`config.mk`:
```
export PLATFORM = sky130hd
export DESIGN_NAME = norm_share_arbiter
export DESIGN_NICKNAME = d
export VERILOG_FILES = /design/src/rtl/norm_arb_pkg.sv /design/src/rtl/rr_arbiter.sv /design/src/rtl/norm_share_arbiter.sv
export SDC_FILE = /design/constraint.sdc
export NUM_CORES = 1
export LEC_CHECK = 0
export BUFFER_PORTS_ARGS = -buffer_cell sky130_fd_sc_hd__buf_2
export CAP_MARGIN = 40
export CELL_PAD_IN_SITES_DETAIL_PLACEMENT = 0
export CELL_PAD_IN_SITES_GLOBAL_PLACEMENT = 1
export CORE_ASPECT_RATIO = 1.5
export CORE_MARGIN = 10
export CORE_UTILIZATION = 42
export DETAILED_ROUTE_END_ITERATION = 8
export HOLD_SLACK_MARGIN = 0.06
export PLACE_DENSITY = 0.95
export SLEW_MARGIN = 20
export SYNTH_ARGS = -nofsm -noshare
export SYNTH_HDL_FRONTEND = slang
export SYNTH_SLANG_ARGS = --single-unit
```
`constraint.sdc`:
```
create_clock -name CLK -period 25.9 [get_ports CLK]
set_clock_uncertainty 0.15 [all_clocks]
set_input_delay 5.18 -clock CLK [delete_from_list [all_inputs] [get_ports CLK]]
set_output_delay 5.18 -clock CLK [all_outputs]
set_load 0.02 [all_outputs]
```
`src/rtl/norm_arb_pkg.sv`:
```
// rtl/norm_arb_pkg.sv - shared types and helpers for the normalizing shifter arbiter
//
// Purpose : field widths, request/response structs and the leading-zero
//           count used by the shared FP16 normalizing left shifter.
// Ports   : none (package).

package norm_arb_pkg;

  localparam int FRAC_W  = 13;
  localparam int EXP_W   = 5;
  localparam int SHIFT_W = 4;

  typedef struct packed {
    logic              sign;
    logic [EXP_W-1:0]  exp;
    logic [FRAC_W-1:0] frac;
  } norm_req_t;

  typedef struct packed {
    logic              sign;
    logic [EXP_W-1:0]  exp;
    logic [FRAC_W-1:0] frac;
    logic              zero;
    logic              uflow;
  } norm_rsp_t;

  // Number of zeros above the most significant set bit. An all-zero input
  // returns FRAC_W; callers treat zero fractions separately.
  function automatic logic [SHIFT_W-1:0] lead_zeros(input logic [FRAC_W-1:0] f);
    logic [SHIFT_W-1:0] n;
    logic               found;
    n     = '0;
    found = 1'b0;
    for (int i = FRAC_W - 1; i >= 0; i--) begin
      if (!found) begin
        if (f[i]) found = 1'b1;
        else      n = n + 4'd1;
      end
    end
    return n;
  endfunction

endpackage

```
`src/rtl/rr_arbiter.sv`:
```
// rtl/rr_arbiter.sv - round-robin arbiter with pointer-based priority
//
// Purpose : picks the first asserted request at or after ptr, wrapping from
//           N-1 back to 0. No grant is issued while en is low.
// Ports   : req   in  N      request vector
//           ptr   in  IDX_W  highest-priority index this cycle
//           en    in  1      arbitration enable
//           grant out N      one-hot grant (or zero)
//           idx   out IDX_W  encoded index of the granted lane
//           any   out 1      a grant was issued

module rr_arbiter #(
  parameter int N     = 4,
  parameter int IDX_W = $clog2(N)
) (
  input  logic [N-1:0]     req,
  input  logic [IDX_W-1:0] ptr,
  input  logic             en,
  output logic [N-1:0]     grant,
  output logic [IDX_W-1:0] idx,
  output logic             any
);

  always_comb begin
    int j;
    j     = 0;
    grant = '0;
    idx   = '0;
    any   = 1'b0;
    for (int k = 0; k < N; k++) begin
      // Rotate the search origin to ptr; N need not be a power of two.
      j = int'(ptr) + k;
      if (j >= N) j = j - N;
      if (en && !any && req[j]) begin
        grant[j] = 1'b1;
        idx      = IDX_W'(j);
        any      = 1'b1;
      end
    end
  end

endmodule

```
`src/rtl/norm_share_arbiter.sv`:
```
// rtl/norm_share_arbiter.sv - shares one FP16 normalizing shifter among MAC lanes
//
// Purpose : round-robin arbitrates lane requests, normalizes the winner's
//           fraction through a single combinational left shifter, adjusts its
//           exponent and returns the result through a registered valid/ready
//           stage tagged with the lane index.
// Ports   : CLK        in  1             clock
//           nRST       in  1             async active-low reset
//           req_valid  in  NUM_REQ       per-lane request valid
//           req_ready  out NUM_REQ       per-lane grant (one-hot or zero)
//           req_frac   in  NUM_REQ*13    lane i at [13i+12:13i]
//           req_exp    in  NUM_REQ*5     lane i at [5i+4:5i]
//           req_sign   in  NUM_REQ       per-lane sign
//           out_valid  out 1             result valid
//           out_ready  in  1             consumer accept
//           out_frac   out 13            normalized fraction
//           out_exp    out 5             adjusted exponent
//           out_sign   out 1             sign
//           out_id     out REQ_ID_W      producing lane
//           out_zero   out 1             input fraction was zero
//           out_uflow  out 1             exponent underflow

module norm_share_arbiter
  import norm_arb_pkg::*;
#(
  parameter int NUM_REQ  = 4,
  parameter int REQ_ID_W = $clog2(NUM_REQ)
) (
  input  logic                       CLK,
  input  logic                       nRST,
  input  logic [NUM_REQ-1:0]         req_valid,
  output logic [NUM_REQ-1:0]         req_ready,
  input  logic [NUM_REQ*FRAC_W-1:0]  req_frac,
  input  logic [NUM_REQ*EXP_W-1:0]   req_exp,
  input  logic [NUM_REQ-1:0]         req_sign,
  output logic                       out_valid,
  input  logic                       out_ready,
  output logic [FRAC_W-1:0]          out_frac,
  output logic [EXP_W-1:0]           out_exp,
  output logic                       out_sign,
  output logic [REQ_ID_W-1:0]        out_id,
  output logic                       out_zero,
  output logic                       out_uflow
);

  norm_req_t             lanes [NUM_REQ];
  logic [REQ_ID_W-1:0]   rr_ptr;
  logic                  load_en;
  logic [NUM_REQ-1:0]    gnt;
  logic [REQ_ID_W-1:0]   gnt_idx;
  logic                  gnt_any;
  logic                  xfer;

  norm_req_t             win;
  logic [SHIFT_W-1:0]    shift_amt;
  logic [FRAC_W-1:0]     shifted;
  norm_rsp_t             rsp_next;
  norm_rsp_t             rsp_q;
  logic [REQ_ID_W-1:0]   id_q;
  logic [REQ_ID_W-1:0]   ptr_next;

  // Unpack the flat lane buses into structs.
  for (genvar i = 0; i < NUM_REQ; i++) begin : g_unpack
    assign lanes[i].sign = req_sign[i];
    assign lanes[i].exp  = req_exp[i*EXP_W +: EXP_W];
    assign lanes[i].frac = req_frac[i*FRAC_W +: FRAC_W];
  end

  // A slot is free when empty or when the held result retires this edge.
  assign load_en = !out_valid || out_ready;

  rr_arbiter #(
    .N     (NUM_REQ),
    .IDX_W (REQ_ID_W)
  ) u_arb (
    .req   (req_valid),
    .ptr   (rr_ptr),
    .en    (load_en),
    .grant (gnt),
    .idx   (gnt_idx),
    .any   (gnt_any)
  );

  assign req_ready = gnt;
  // The arbiter only grants asserted requests, so any grant is a transfer.
  assign xfer      = gnt_any;

  assign win = lanes[gnt_idx];

  // Shared normalizing shifter: one instance, driven by the winning lane.
  always_comb begin
    shift_amt = '0;
    if (win.frac != '0) shift_amt = lead_zeros(win.frac);
    shifted = win.frac << shift_amt;
  end

  // Exponent adjust. Underflow still returns the fully shifted fraction;
  // subnormal handling is left to the downstream rounder.
  always_comb begin
    rsp_next.sign  = win.sign;
    rsp_next.frac  = shifted;
    rsp_next.zero  = (win.frac == '0);
    rsp_next.exp   = '0;
    rsp_next.uflow = 1'b0;
    if (!rsp_next.zero) begin
      if (win.exp > {1'b0, shift_amt}) rsp_next.exp = win.exp - {1'b0, shift_amt};
      else                             rsp_next.uflow = 1'b1;
    end
  end

  assign ptr_next = (gnt_idx == REQ_ID_W'(NUM_REQ - 1)) ? '0 : gnt_idx + 1'b1;

  always_ff @(posedge CLK or negedge nRST) begin
    if (!nRST) begin
      out_valid <= 1'b0;
      rsp_q     <= '0;
      id_q      <= '0;
      rr_ptr    <= '0;
    end else if (xfer) begin
      out_valid <= 1'b1;
      rsp_q     <= rsp_next;
      id_q      <= gnt_idx;
      rr_ptr    <= ptr_next;
    end else if (out_ready) begin
      out_valid <= 1'b0;
    end
  end

  assign out_frac  = rsp_q.frac;
  assign out_exp   = rsp_q.exp;
  assign out_sign  = rsp_q.sign;
  assign out_zero  = rsp_q.zero;
  assign out_uflow = rsp_q.uflow;
  assign out_id    = id_q;

endmodule
```
==> metrics.md, run 1 <==
| Metric | Value |
|---|---|
| Layout area overhead | `16.09%` |
| Syn nets | `635` |
| Post-CTS resize count | `0` |
| Port Buffers | `110` |
| Final setup TNS | `0 ns` |
| Clock root cell | `clkbuf_16` |
| Setup CP Type | `in2reg` |
| Fin crit period | `15.03 ns` |
| Die Area | `14,080 um2` |
| TritonCTS clock tree | `yes` |
| Rows | `43` |
| Ranking of synthesized cells by area | `dfrtp_1 (16%), mux2i_1 (9.1%), nand2_1 (8.3%), ha_1 (6.5%), nor2_1 (3.7%)` |
| Seq/Total Area, Yosys | `16.02%` |
| Avg Inst Size Synth | `7.661 um2` |
| Final hold violation count | `0` |
| Crit path launch type | `primary input` |
| Register area | `650.6 um2` |
| Vias in the first global route | `4,364` |
| Routed len/inst | `17.18 um` |
| # DRC | `0` |
| Syn. warnings | `0` |
| Met2 WL | `6807 um` |
| Max-slew violations | `0` |
| Tightest Pin Transition | `0.7529 ns` |
| Total Routed Length | `12,630 um` |
| Cts hold-fix bufs | `0` |
| Starting Density | `43.37%` |
| Top-count cell post-synth | `nand2_1` |
| Ys async rst share | `100.0%` |
| Vias | `4,395` |
| Share of the synthesized area in the top cell type | `16.02%` |
| FF+latch count, synth | `26` |
| Die X | `100.3 um` |
| Pin count of the biggest net entering global routing | `44` |
| Core ar. | `9361 um2` |
| GR Util All Layers | `16.99%` |
| Post-synth EDFFs | `0` |
| Synthesized instance count | `530` |
| Max Buffers Root-to-Sink | `2` |
| RePlAce Congestion | `0.9187` |
| Slew headroom | `49.28%` |
| Number of setup violations in the final report | `0` |
| Vias per inst | `5.980` |
| Initial antenna violation count | `0` |
| Top cell type by total area after synthesis | `dfrtp_1` |
| Most used cell along the critical path | `ha_1` |
| CTS sink count | `26` |
| Cell area after synthesis | `4060 um2` |
| Post-Route M1 WL | `5091 um` |
| Drt first pass iters | `5` |
| FMAX | `66.52 MHz` |
| Worst-path clk slew | `0.06 ns` |
| H-tree levels | `1` |
| Multi-input gate area | `3153 um2` |
| Crit end category | `register` |
| Grt total ovfl | `0` |
| Period utilization | `58.04%` |
| Worst hold stages | `2` |
| Fill cells | `966` |
| Max-cap violations | `0` |
| Arrival time at the worst endpoint | `15.02 ns` |
| Top Layer Used | `met4` |
| Slowest-stage cell, CP | `mux4_2` |
| CP max FO | `43` |
| Crit-path max cell delay | `0.52 ns` |
| Worst skew pair latency | `0.26 ns` |
| WL met3 | `543 um` |
| Ys flop type | `dfrtp_1` |
| CTS buffer count | `3` |
| Hpwl dp | `10,320 um` |
| Status | `complete, no violations` |
| Iteration-0 DRC Markers | `338` |
| Share of layout cells above drive strength 1 | `26.65%` |
| Crit path required time | `25.89 ns` |
| IO Count | `111` |
| Antenna viol nets, final | `0` |
| First-pass GRT wire length | `20,750 um` |
| Reg2reg path depth | `49` |
| Worst Hold Class | `reg2reg` |
| Postcts setup bufs | `0` |
| Fin nets | `730` |
| RSZ-0062 raised after global routing | `no` |
| Yosys cell types | `83` |
| N_diodes | `0` |
| Post-synth top cells | `nand2_1 (90), nor2_1 (40), mux2i_1 (37)` |
| DIE HEIGHT | `140.4 um` |
-- final cells by class --
class	instances	share of cell area [%]
multi-input combinational	455	66.90
sequential	26	13.80
timing repair buffer	116	12.90
tap	112	2.973
inverter	23	1.832
clock buffer	3	1.593
-- routing by layer --
layer / GRT usage [%] / up-vias
met2: 31.23 / 127
met5: 0 / -
li1: - / 2146
met3: 2.314 / 19
met4: 4.552 / 0
met1: 19.59 / 2103
-- layout by cell type, fill, tap and decap left out, types with 4 or more instances in the layout --
cell type,instances
and2_1,14
buf_2,110
a21oi_1,19
a22o_1,5
nand3_1,15
o21a_1,4
a21o_1,5
mux2i_1,37
inv_1,20
nor2_1,40
a222oi_1,4
xnor2_1,8
nor3_1,15
dfrtp_1,26
o21ai_0,30
ha_1,21
o211ai_1,8
nand2b_1,6
nand2_1,90
mux2_2,7
a211oi_1,13
a31o_2,4
nor4_1,7
o21ai_1,7
a21boi_1,4
or2_2,6
or3_1,6
and3_1,5
a31oi_1,7
-- through the flow --
step                      setup slack, ns  utilization (%)  cells  hold slack, ns  cell area [um2]
final                               10.87            50.35    735          0.3256             4713
after global routing                10.02            50.35    735          0.3569             4713
after CTS                           10.10            49.97    732          0.3302             4678
after detailed placement            9.850            49.17    729          0.3167             4603
after global placement              10.30            49.17    729          0.3059             4603
after floorplan                     11.45                -    530          0.4400             4060
-- state kept, by name, indices dropped and copies added, names as in the netlist --
register,cells
out_valid,1
out_zero,1
out_frac,13
rr_ptr,2
out_uflow,1
out_sign,1
out_id,2
out_exp,5
-- critical path: cells and delay by family --
family	cells	cell delay, ns
multiplexers	8	2.16
buffers and inverters	6	0.97
adder cells (fa/ha/maj)	10	2.88
AO/OA/AOI/OAI	14	2.56
AND/OR/NAND/NOR	10	1.27
-- cell families after synthesis --
family,count (synthesis),synth area share [%]
AOI/OAI and AO/OA,152,28.88
xor gates and xnor gates,9,1.942
adders and majority gates,22,6.965
buffers and inverters,49,6.502
DFF,26,16.02
muxes,51,13.96
and+or+nand+nor,221,25.73
-- worst paths after layout --
path | startpoint | end | slack [ns]
hold / removal | out_zero | out_zero | 0.33
setup reg to reg | rr_ptr[0] | out_exp[2] | 14.58
max in group asynchronous | nRST | out_exp[1] | 20.46
setup / recovery | req_valid[2] | out_exp[2] | 10.87
min in group asynchronous | nRST | out_id[1] | 4.76
hold reg to reg | out_zero | out_zero | 0.33
Power of run 1 is left out: the tool's default activity adds up to more than one toggle a clock period on the data nets, which glitch-free logic cannot reach.
==> inputs of run 2 (changes only) <==
--- a/config.mk
+++ b/config.mk
@@ -5,16 +5,17 @@
 export SDC_FILE = /design/constraint.sdc
 export NUM_CORES = 1
 export LEC_CHECK = 0
+export ABC_AREA = 1
 export BUFFER_PORTS_ARGS = -buffer_cell sky130_fd_sc_hd__buf_2
 export CAP_MARGIN = 40
 export CELL_PAD_IN_SITES_DETAIL_PLACEMENT = 0
 export CELL_PAD_IN_SITES_GLOBAL_PLACEMENT = 1
 export CORE_ASPECT_RATIO = 1.5
 export CORE_MARGIN = 10
-export CORE_UTILIZATION = 42
+export CORE_UTILIZATION = 35
 export DETAILED_ROUTE_END_ITERATION = 8
 export HOLD_SLACK_MARGIN = 0.06
-export PLACE_DENSITY = 0.95
+export PLACE_DENSITY = 0.89
 export SLEW_MARGIN = 20
 export SYNTH_ARGS = -nofsm -noshare
 export SYNTH_HDL_FRONTEND = slang
==> constraint.sdc (replaced) <==
create_clock -name CLK -period 15.3 [get_ports CLK]
set_clock_uncertainty 0.15 [all_clocks]
set_input_delay 3.06 -clock CLK [delete_from_list [all_inputs] [get_ports CLK]]
set_output_delay 3.06 -clock CLK [all_outputs]
set_load 0.02 [all_outputs]
==> run 2 against run 1 <==
Compared with the run above:
- global-route usage is 2.3 points lower
- setup slack worse by 7.2 ns
- sequential share of layout area up 2.2 points
- final cell count is 2.4% higher
- die area shrank 0.65%
- synthesized cell count grew 1.9%
- via count down 11%
- core utilization down 6.6 points
- synthesized area shrank 17%
- critical endpoint is now out_exp[1]
- largest cell class unchanged
==> metrics.md, run 2 <==
| Metric | Value |
|---|---|
| Status | `complete, no violations` |
| Starting Density | `36.07%` |
| Crit-path max cell delay | `0.49 ns` |
| Cell area after synthesis | `3357 um2` |
| Top-count cell post-synth | `nand2_1` |
| Total Routed Length | `10,740 um` |
| Rows | `43` |
| CP max FO | `45` |
| Ranking of synthesized cells by area | `dfrtp_1 (19%), nand2_1 (19%), nand3_1 (11%), ha_1 (7.8%), inv_1 (6.3%)` |
| Tightest Pin Transition | `0.6809 ns` |
| Layout area overhead | `21.21%` |
| Iteration-0 DRC Markers | `187` |
| Share of layout cells above drive strength 1 | `25.90%` |
| Antenna viol nets, final | `0` |
| Slowest-stage cell, CP | `ha_1` |
| Clock root cell | `clkbuf_16` |
| Postcts setup bufs | `0` |
| DIE HEIGHT | `139.9 um` |
| Post-synth top cells | `nand2_1 (172), nand3_1 (71), inv_1 (56)` |
| Syn nets | `645` |
| Routed len/inst | `14.26 um` |
| Die Area | `13,990 um2` |
| CTS buffer count | `3` |
| Vias | `3,914` |
| Post-synth EDFFs | `0` |
| CTS sink count | `26` |
| Max FFs per register | `13` |
| Number of setup violations in the final report | `0` |
| Crit path launch type | `primary input` |
| FMAX | `85.87 MHz` |
| Grt total ovfl | `0` |
| Worst skew pair latency | `0.26 ns` |
| GR Util All Layers | `14.70%` |
| Top cell type by total area after synthesis | `dfrtp_1` |
| Ys async rst share | `100.0%` |
| Final setup TNS | `0 ns` |
| Syn. warnings | `0` |
| Worst-path clk slew | `0.07 ns` |
| Core ar. | `9308 um2` |
| Period utilization | `76.11%` |
| First-pass GRT wire length | `17,820 um` |
| Crit end category | `register` |
| Fill cells | `1,014` |
| Max-slew violations | `0` |
| Die X | `99.97 um` |
| Fin nets | `747` |
| Max-cap violations | `0` |
| Seq/Total Area, Yosys | `19.38%` |
| Most used cell along the critical path | `nand2_1` |
| Cts hold-fix bufs | `0` |
| Hpwl dp | `9028 um` |
| TritonCTS clock tree | `yes` |
| Arrival time at the worst endpoint | `11.64 ns` |
| Commonest cells after routing, fill and taps aside | `nand2_1 (172), buf_2 (110), nand3_1 (71), inv_1 (56)` |
| Share of the synthesized area in the top cell type | `19.38%` |
| Worst Hold Class | `reg2reg` |
| Ys flop type | `dfrtp_1` |
| Max Buffers Root-to-Sink | `2` |
| Setup CP Type | `in2reg` |
| FF+latch count, synth | `26` |
| Fin crit period | `11.65 ns` |
| H-tree levels | `1` |
| Post-CTS resize count | `0` |
| Drt first pass iters | `4` |
| Slew headroom | `54.32%` |
| Vias per inst | `5.198` |
| RSZ-0062 raised after global routing | `no` |
| RePlAce Congestion | `0.9156` |
| Avg Inst Size Synth | `6.217 um2` |
| Port Buffers | `110` |
| Yosys cell types | `44` |
| # DRC | `0` |
| Commonest non-fill, non-tap cell in the layout | `nand2_1` |
| Initial antenna violation count | `0` |
| IO Count | `111` |
| Vias in the first global route | `3,973` |
| Crit path required time | `15.29 ns` |
| Final hold violation count | `0` |
| Synthesized instance count | `540` |
| Pin count of the biggest net entering global routing | `46` |
| N_diodes | `0` |
## run 2: cell count changes after synthesis, moves of 9 or more
cell / change
a211oi_1: -13
nand4_1: +9
nand2_1: +82
mux2i_1: -37
and2_1: -13
inv_1: +36
nor3_1: -14
nor2_1: -12
nand3_1: +56
nand3_2: +9
nand2_2: +10
## run 2: area by class of cell
class	count	area, um2	area share, %
tap	112	140.1	3.444
timing repair buffer	111	558.0	13.71
clock inverter	1	30.03	0.7380
sequential	26	650.6	15.99
multi-input combinational	431	2356	57.90
clock buffer	3	75.07	1.845
inverter	69	259.0	6.365
## run 2: critical path: cells and delay by family
kind | cells | cell delay (ns)
compound gates | 8 | 1.27
fa+ha+maj | 10 | 2.79
buf+inv | 11 | 0.74
simple gates | 28 | 3.77
## run 2: kinds of logic after synthesis
group | synth area share, %
compound gates | 15.02
xor+xnor | 1.044
fa+ha+maj | 8.423
buf+inv | 10.44
flops | 19.38
simple gates | 45.70
## run 2: final timing paths
kind / startpoint / endpoint / slack [ns] / cells past startpoint
max: out_ready / out_exp[1] / 3.65 / 57
min: out_frac[5] / out_frac[5] / 0.32 / 2
max reg2reg: rr_ptr[0] / out_exp[1] / 5.40 / 56
min reg2reg: out_frac[5] / out_frac[5] / 0.32 / 2
max in group asynchronous: nRST / out_exp[1] / 11.98 / 1
min in group asynchronous: nRST / out_frac[7] / 2.64 / 1
## run 2: layer usage
layer	track usage, %	vias to the layer above	share of wire [%]
li1	-	1993	-
met1	15.55	1788	39
met2	28.08	117	53
met3	2.265	16	5.9
met4	4.845	0	1.9
met5	0	-	0
## run 2: metrics by stage
step / setup slack (ns) / hold slack, ns / instances / utilization, % / instance area [um2]
after floorplan: 4.621 / 0.4344 / 540 / - / 3357
after global placement: 3.804 / 0.3097 / 749 / 42.59 / 3964
after detailed placement: 3.430 / 0.3104 / 749 / 42.59 / 3964
after CTS: 3.684 / 0.3287 / 753 / 43.72 / 4069
after global routing: 2.951 / 0.3378 / 753 / 43.72 / 4069
final: 3.654 / 0.3238 / 753 / 43.72 / 4069
Power of run 2 is left out for the same reason.
